File: src/rtl/div_pkg.sv
// Shared types and constants for the iterative restoring divider.
package div_pkg;

    localparam int DIV_WIDTH = 32;

    function automatic int cnt_width(input int width);
        return $clog2(width) + 1;
    endfunction

    localparam int                   DIV_CNT_W     = cnt_width(DIV_WIDTH);
    localparam logic [DIV_WIDTH-1:0] DIV0_QUOTIENT = '1;

    typedef enum logic [2:0] {
        IDLE,
        PREP,
        CALC,
        FIX,
        DONE
    } state_t;

endpackage

File: src/rtl/div_step.sv
// One combinational restoring-division iteration: shift {rem,quo} left, trial-subtract the divisor.
module div_step #(
    parameter int WIDTH = 32
) (
    input  logic [WIDTH:0]   i_rem,
    input  logic [WIDTH-1:0] i_quo,
    input  logic [WIDTH-1:0] i_dvsr,
    output logic [WIDTH:0]   o_rem,
    output logic [WIDTH-1:0] o_quo
);

    logic [WIDTH+1:0] w_shift;
    logic [WIDTH+1:0] w_trial;
    logic             w_borrow;

    assign w_shift  = {i_rem, i_quo[WIDTH-1]};
    // The running remainder is always below the divisor, so the shifted value
    // fits in WIDTH+1 bits and the top bit of the difference is a clean borrow.
    assign w_trial  = w_shift - {2'b00, i_dvsr};
    assign w_borrow = w_trial[WIDTH+1];

    assign o_rem = w_borrow ? w_shift[WIDTH:0] : w_trial[WIDTH:0];
    assign o_quo = {i_quo[WIDTH-2:0], ~w_borrow};

endmodule

File: src/rtl/divider.sv
// Iterative restoring divider with MIPS-style start/fim handshake (quotient on lo, remainder on hi).
// Signed division (div) is built only when DIVIDER_SIGNED_EN is defined; otherwise always divu.
module divider
    import div_pkg::*;
#(
    parameter int WIDTH = DIV_WIDTH
) (
    input  logic             clock,
    input  logic             reset,
    input  logic             start,
    input  logic [WIDTH-1:0] operand1,
    input  logic [WIDTH-1:0] operand2,
    input  logic             signed_op,
    output logic [WIDTH-1:0] hi,
    output logic [WIDTH-1:0] lo,
    output logic             fim,
    output logic             busy,
    output logic             divzero
);

    localparam int CW = cnt_width(WIDTH);

    state_t           r_state;
    state_t           w_next;

    logic [WIDTH-1:0] r_op1;
    logic [WIDTH-1:0] r_op2;
    logic [WIDTH-1:0] r_dvsr;
    logic [WIDTH:0]   r_rem;
    logic [WIDTH-1:0] r_quo;
    logic [CW-1:0]    r_cnt;
    logic [WIDTH-1:0] r_hi;
    logic [WIDTH-1:0] r_lo;
    logic             r_fim;
    logic             r_divzero;

    logic             w_div0;
    logic [WIDTH-1:0] w_mag1;
    logic [WIDTH-1:0] w_mag2;
    logic [WIDTH-1:0] w_quo_out;
    logic [WIDTH-1:0] w_rem_out;
    logic [WIDTH:0]   w_rem_nxt;
    logic [WIDTH-1:0] w_quo_nxt;

    assign w_div0 = (r_op2 == '0);

`ifdef DIVIDER_SIGNED_EN
    logic r_signed;
    logic r_neg_q;
    logic r_neg_r;
    logic w_neg1;
    logic w_neg2;

    assign w_neg1    = r_signed & r_op1[WIDTH-1];
    assign w_neg2    = r_signed & r_op2[WIDTH-1];
    assign w_mag1    = w_neg1 ? -r_op1 : r_op1;
    assign w_mag2    = w_neg2 ? -r_op2 : r_op2;
    // Truncation toward zero: quotient negated on sign mismatch, remainder follows the dividend.
    assign w_quo_out = r_neg_q ? -r_quo : r_quo;
    assign w_rem_out = r_neg_r ? -r_rem[WIDTH-1:0] : r_rem[WIDTH-1:0];

    always_ff @(posedge clock or posedge reset) begin
        if (reset) begin
            r_signed <= 1'b0;
            r_neg_q  <= 1'b0;
            r_neg_r  <= 1'b0;
        end else if (r_state == IDLE && start) begin
            r_signed <= signed_op;
        end else if (r_state == PREP) begin
            r_neg_q <= w_neg1 ^ w_neg2;
            r_neg_r <= w_neg1;
        end
    end
`else
    logic w_unused_signed_op;

    assign w_unused_signed_op = signed_op;
    assign w_mag1             = r_op1;
    assign w_mag2             = r_op2;
    assign w_quo_out          = r_quo;
    assign w_rem_out          = r_rem[WIDTH-1:0];
`endif

    div_step #(
        .WIDTH (WIDTH)
    ) u_step (
        .i_rem  (r_rem),
        .i_quo  (r_quo),
        .i_dvsr (r_dvsr),
        .o_rem  (w_rem_nxt),
        .o_quo  (w_quo_nxt)
    );

    // NOTE: clocked state uses non-blocking assignments so every register samples pre-edge values.
    always_ff @(posedge clock or posedge reset) begin
        if (reset) begin
            r_state <= IDLE;
        end else begin
            r_state <= w_next;
        end
    end

    always_comb begin
        // NOTE: default first so every path assigns w_next and no latch is inferred.
        w_next = r_state;
        unique case (r_state)
            IDLE:    if (start) w_next = PREP;
            PREP:    w_next = w_div0 ? DONE : CALC;
            CALC:    if (r_cnt == CW'(1)) w_next = FIX;
            FIX:     w_next = DONE;
            DONE:    w_next = IDLE;
            default: w_next = IDLE;
        endcase
    end

    always_comb begin
        busy = 1'b1;
        if (r_state == IDLE) busy = 1'b0;
    end

    always_ff @(posedge clock or posedge reset) begin
        if (reset) begin
            r_op1     <= '0;
            r_op2     <= '0;
            r_dvsr    <= '0;
            r_rem     <= '0;
            r_quo     <= '0;
            r_cnt     <= '0;
            r_hi      <= '0;
            r_lo      <= '0;
            r_fim     <= 1'b0;
            r_divzero <= 1'b0;
        end else begin
            r_fim <= 1'b0;
            unique case (r_state)
                IDLE: begin
                    if (start) begin
                        r_op1 <= operand1;
                        r_op2 <= operand2;
                    end
                end
                PREP: begin
                    if (w_div0) begin
                        r_hi      <= r_op1;
                        r_lo      <= {WIDTH{DIV0_QUOTIENT[0]}};
                        r_divzero <= 1'b1;
                        r_fim     <= 1'b1;
                    end else begin
                        r_rem     <= '0;
                        r_quo     <= w_mag1;
                        r_dvsr    <= w_mag2;
                        r_cnt     <= CW'(WIDTH);
                        r_divzero <= 1'b0;
                    end
                end
                CALC: begin
                    r_rem <= w_rem_nxt;
                    r_quo <= w_quo_nxt;
                    r_cnt <= r_cnt - CW'(1);
                end
                FIX: begin
                    r_lo  <= w_quo_out;
                    r_hi  <= w_rem_out;
                    r_fim <= 1'b1;
                end
                default: ;
            endcase
        end
    end

    assign hi      = r_hi;
    assign lo      = r_lo;
    assign fim     = r_fim;
    assign divzero = r_divzero;

endmodule
File: config.mk
export PLATFORM = sky130hd
export DESIGN_NAME = divider
export DESIGN_NICKNAME = d
export VERILOG_FILES = /design/src/rtl/div_pkg.sv /design/src/rtl/div_step.sv /design/src/rtl/divider.sv
export SDC_FILE = /design/constraint.sdc
export NUM_CORES = 1
export LEC_CHECK = 0
export CAP_MARGIN = 5
export CORE_MARGIN = 4
export CORE_UTILIZATION = 50
export DETAILED_ROUTE_END_ITERATION = 6
export PLACE_DENSITY = 0.76
export SETUP_SLACK_MARGIN = 0.3
export SLEW_MARGIN = 20
export SYNTH_ARGS = -nofsm -noshare
export SYNTH_HDL_FRONTEND = slang
export SYNTH_SLANG_ARGS = --single-unit
File: constraint.sdc
create_clock -name clock -period 25.7 [get_ports clock]
set_input_delay 5.14 -clock clock [delete_from_list [all_inputs] [get_ports clock]]
set_output_delay 5.14 -clock clock [all_outputs]
set_load 0.01 [all_outputs]
==> results.rst <==
.. list-table::
   :header-rows: 1

   * - Metric
     - Value
   * - Status
     - completed
   * - Headroom to the max-slew limit
     - 25.6%
   * - Share of power burned in combinational logic
     - 47.9%
   * - Slew @ Worst Pin
     - 1.11 ns
   * - Total CTS buffers
     - 26
   * - Maximum ir drop on the vdd rail
     - 0.0000746 V
   * - DRC viols
     - 0
   * - Count of unique library cells instantiated by Yosys
     - 59
   * - Top cells by area in the synthesized netlist
     - sky130_fd_sc_hd__dfrtp_1 52%, sky130_fd_sc_hd__mux2_2 6.3%, sky130_fd_sc_hd__nand2_1 5.8%
   * - Endpoint arrival time on the critical path
     - 1.93 ns
   * - Slew Viols, Final
     - 0
   * - Hold Fails Final Rpt
     - 0
   * - Routed Antenna Nets
     - 0
   * - Antenna diode count
     - 0
   * - Pin count of the biggest net entering global routing
     - 83
   * - Setup TNS
     - 0 ns
   * - Area of the multi-input gates
     - 5030 um^2
   * - Worst setup path category
     - reg2out
   * - I/O Buffers
     - 133
   * - Area Growth Syn to Fin
     - 21.4%
   * - Area taken by flip-flops and latches
     - 5910 um^2
   * - Finish-stage setup viols
     - 0
   * - Internal power
     - 1.21 mW
   * - Fmax
     - 141 MHz
   * - Main synth FF type
     - sky130_fd_sc_hd__dfrtp_1
   * - DIE WIDTH
     - 159 um
   * - Max FO, Critical Path
     - 8
   * - Number of antenna violations at the first check in global routing
     - 0
   * - Placed instance count
     - 1491
   * - Static Leak
     - 6.23 nW
   * - Fraction of the yosys area taken by sequential cells
     - 52.0%
   * - FILL cells
     - 1819
   * - Routability congestion estimate
     - 0.911
   * - EDFF count, synth
     - 0
   * - Post-CTS setup buffer count
     - 0
   * - Post-synth top area share
     - 52.0%
   * - Depth of the worst hold-timing path
     - 2
   * - First-pass GRT wire length
     - 43500 um
   * - Final Critical Period
     - 7.07 ns
   * - Kind of path behind the tightest hold check
     - reg2reg
   * - Aggregate global routing overflow
     - 0
   * - Sw Share
     - 39.9%
   * - Clk_lat worst skew
     - 0.54 ns
   * - Worst clock skew
     - 0.0236 ns
   * - Average detailed-routed wire length per instance
     - 17.1 um
   * - Cell depth of the worst flop-to-flop path
     - 11
   * - Synthesized netlist net count
     - 1236
   * - Clock power share
     - 18.3%
   * - Number of levels the H-tree was split into
     - 1
   * - Data required time of the worst path
     - 20.56 ns
   * - Total number of vias
     - 8612
   * - Unrepaired setup endpoints after global routing
     - no
   * - CTS Root Cell
     - sky130_fd_sc_hd__clkbuf_16
   * - Total GRT Usage
     - 20.5%
   * - Final net count
     - 1344
   * - First-pass iteration count of the detailed router
     - 5
   * - Core area
     - 22100 um^2
   * - Vias per inst
     - 5.59
   * - TritonCTS Sinks
     - 236
   * - Post-DP HPWL
     - 18000 um
   * - Number of cell rows
     - 54
   * - Die Area
     - 25200 um^2
   * - Number of instances in the synthesized netlist
     - 1133
   * - Asr flop ratio synth
     - 100%
   * - Avg Cell Area, Syn
     - 10.0 um^2
   * - Total of cells resized after clock tree synthesis
     - 0
   * - Via count of the first global-routing pass
     - 8394
   * - Switching power of the nets
     - 0.806 mW
   * - CP Launch Type
     - flop
   * - Initial core utilization
     - 51.4%
   * - Post-synthesis cell area
     - 11400 um^2
   * - Iteration-0 DRC count of the detailed router
     - 582
   * - Ratio of total power to cell area
     - 146 nW/um^2
   * - Longest Clk Path Bufs
     - 3
   * - Sequential fraction of design power
     - 33.8%
   * - Portion of the clock cycle consumed by the worst path in the final layout
     - 27.5%
   * - Synth area leader
     - sky130_fd_sc_hd__dfrtp_1
   * - Hold-fix buffer count after cts
     - 0
   * - Type of destination of the critical path
     - output port
   * - Met2 track utilization from global routing
     - 31.5%
   * - Number of max-cap violations
     - 0
   * - Routed wire length
     - 26400 um
   * - Most used routing layer
     - met2
   * - Fraction of final layout cells with drive strength greater than 1
     - 10.6%
   * - Flip-flop and latch count after synthesis
     - 236
   * - Overall die height
     - 159 um
   * - Clock-pin transition on the worst setup and hold timing paths
     - 0.06 ns
   * - Fraction of met1 tracks used by global routing
     - 30.4%
   * - Final cell count without fillers
     - 1540
   * - Clock tree from TritonCTS
     - done
   * - IO Count
     - 135
   * - Met3 usage
     - 3.32%
   * - Synthesis warning total
     - 0
==> worst max-delay path, stage by stage, from the launching register on <==
cell	delay, ns
sky130_fd_sc_hd__dfrtp_1	0.47
sky130_fd_sc_hd__or3_1	0.40
sky130_fd_sc_hd__clkdlybuf4s50_1	0.53
==> worst paths after layout <==
kind / startpoint / endpoint / slack [ns]
worst max-delay path: r_state[1] / busy / 18.63
max in group asynchronous: reset / r_rem[14] / 19.10
worst min-delay path: lo[9] / lo[9] / 0.49
min in group asynchronous: reset / r_quo[6] / 5.07
worst min register to register: lo[9] / lo[9] / 0.49
worst max register to register: r_rem[5] / r_rem[30] / 21.87
==> Yosys cell counts (all sizes together) (3+ instances only) <==
cell,instances
inv,46
o2111ai,3
ha,34
o21ai,113
nand2,175
a21o,9
o22ai,31
nand4,7
a21oi,36
or4,3
a41oi,3
mux2i,62
xor2,10
nor4,8
mux2,64
nor3,7
a211oi,4
xnor2,20
o211ai,9
nand2b,4
clkbuf,54
a21boi,3
nor2b,4
nor2,81
and3,5
dfrtp,236
a31oi,7
nand3,57
buf,12
==> area by class of cell <==
class / instances / area share, %
repair buffers: 146 / 10.6
inverters: 46 / 1.31
multi-input cells: 785 / 36.5
clock inverters: 11 / 0.889
clock buffers: 36 / 5.35
flip-flops and latches: 236 / 42.8
well taps: 280 / 2.54
==> state kept, by name (all words and copies together) (netlist names) <==
| register | flops |
|---|---|
| fim | 1 |
| r_quo | 32 |
| r_op1 | 32 |
| divzero | 1 |
| r_op2 | 32 |
| lo | 32 |
| r_state | 3 |
| r_dvsr | 32 |
| hi | 32 |
| r_rem | 33 |
| r_cnt | 6 |
==> layout by cell type, fill, tap and decap left out, drive strengths merged, types with 4 or more instances in the layout <==
master	instances
nand2b	4
clkinv	8
buf	13
dfrtp	236
nand4	7
inv	47
xor2	10
nor2b	4
nor2	81
a31oi	7
o22ai	31
clkdlybuf4s50	133
o211ai	9
xnor2	20
mux2i	62
mux2	64
nor3	7
a21o	9
a21oi	36
a211oi	4
ha	34
nor4	8
clkbuf	36
nand3	57
nand2	175
and3	5
o21ai	113
==> power groups by stage <==
| stage | logic, mW | clock network, mW | registers (mW) |
|---|---|---|---|
| after global placement | 0.932 | 0 | 0.678 |
| after floorplan | 0.708 | 0 | 0.659 |
| after global routing | 1.07 | 0.392 | 0.705 |
| final | 0.967 | 0.370 | 0.683 |
| after detailed placement | 0.958 | 0 | 0.685 |
| after CTS | 0.966 | 0.377 | 0.681 |
==> metrics by stage <==
| stage | setup slack [ns] | power, mW | area, um^2 | hold WS, ns | utilization (%) |
|---|---|---|---|---|---|
| floorplan | 14.09 | 1.37 | 11400 | 0.452 | - |
| global placement | 17.64 | 1.61 | 12900 | 0.479 | 58.3 |
| detailed placement | 17.59 | 1.64 | 12900 | 0.483 | 58.3 |
| CTS | 18.15 | 2.02 | 13700 | 0.498 | 62.2 |
| global route | 18.60 | 2.17 | 13800 | 0.515 | 62.4 |
| finish | 18.63 | 2.02 | 13800 | 0.492 | 62.4 |
==> layer usage <==
layer | wire length, um | vias up
li1 | - | 4168
met1 | 12400 | 4121
met2 | 11700 | 271
met3 | 1570 | 52
met4 | 759 | 0
met5 | 0 | -
==> logic make-up (layout without fill, tap and decap cells) <==
| group | count (synthesis) | count (layout) | synth area share [%] |
|---|---|---|---|
| AOI/OAI and AO/OA | 232 | 232 | 12.2 |
| xor gates and xnor gates | 30 | 30 | 2.31 |
| adders and majority gates | 35 | 35 | 3.92 |
| buffers and inverters | 112 | 239 | 3.93 |
| DFF | 236 | 236 | 52.0 |
| muxes | 126 | 126 | 11.8 |
| and+or+nand+nor | 362 | 362 | 13.8 |
Note: power is estimated with default switching activity, not from simulation.
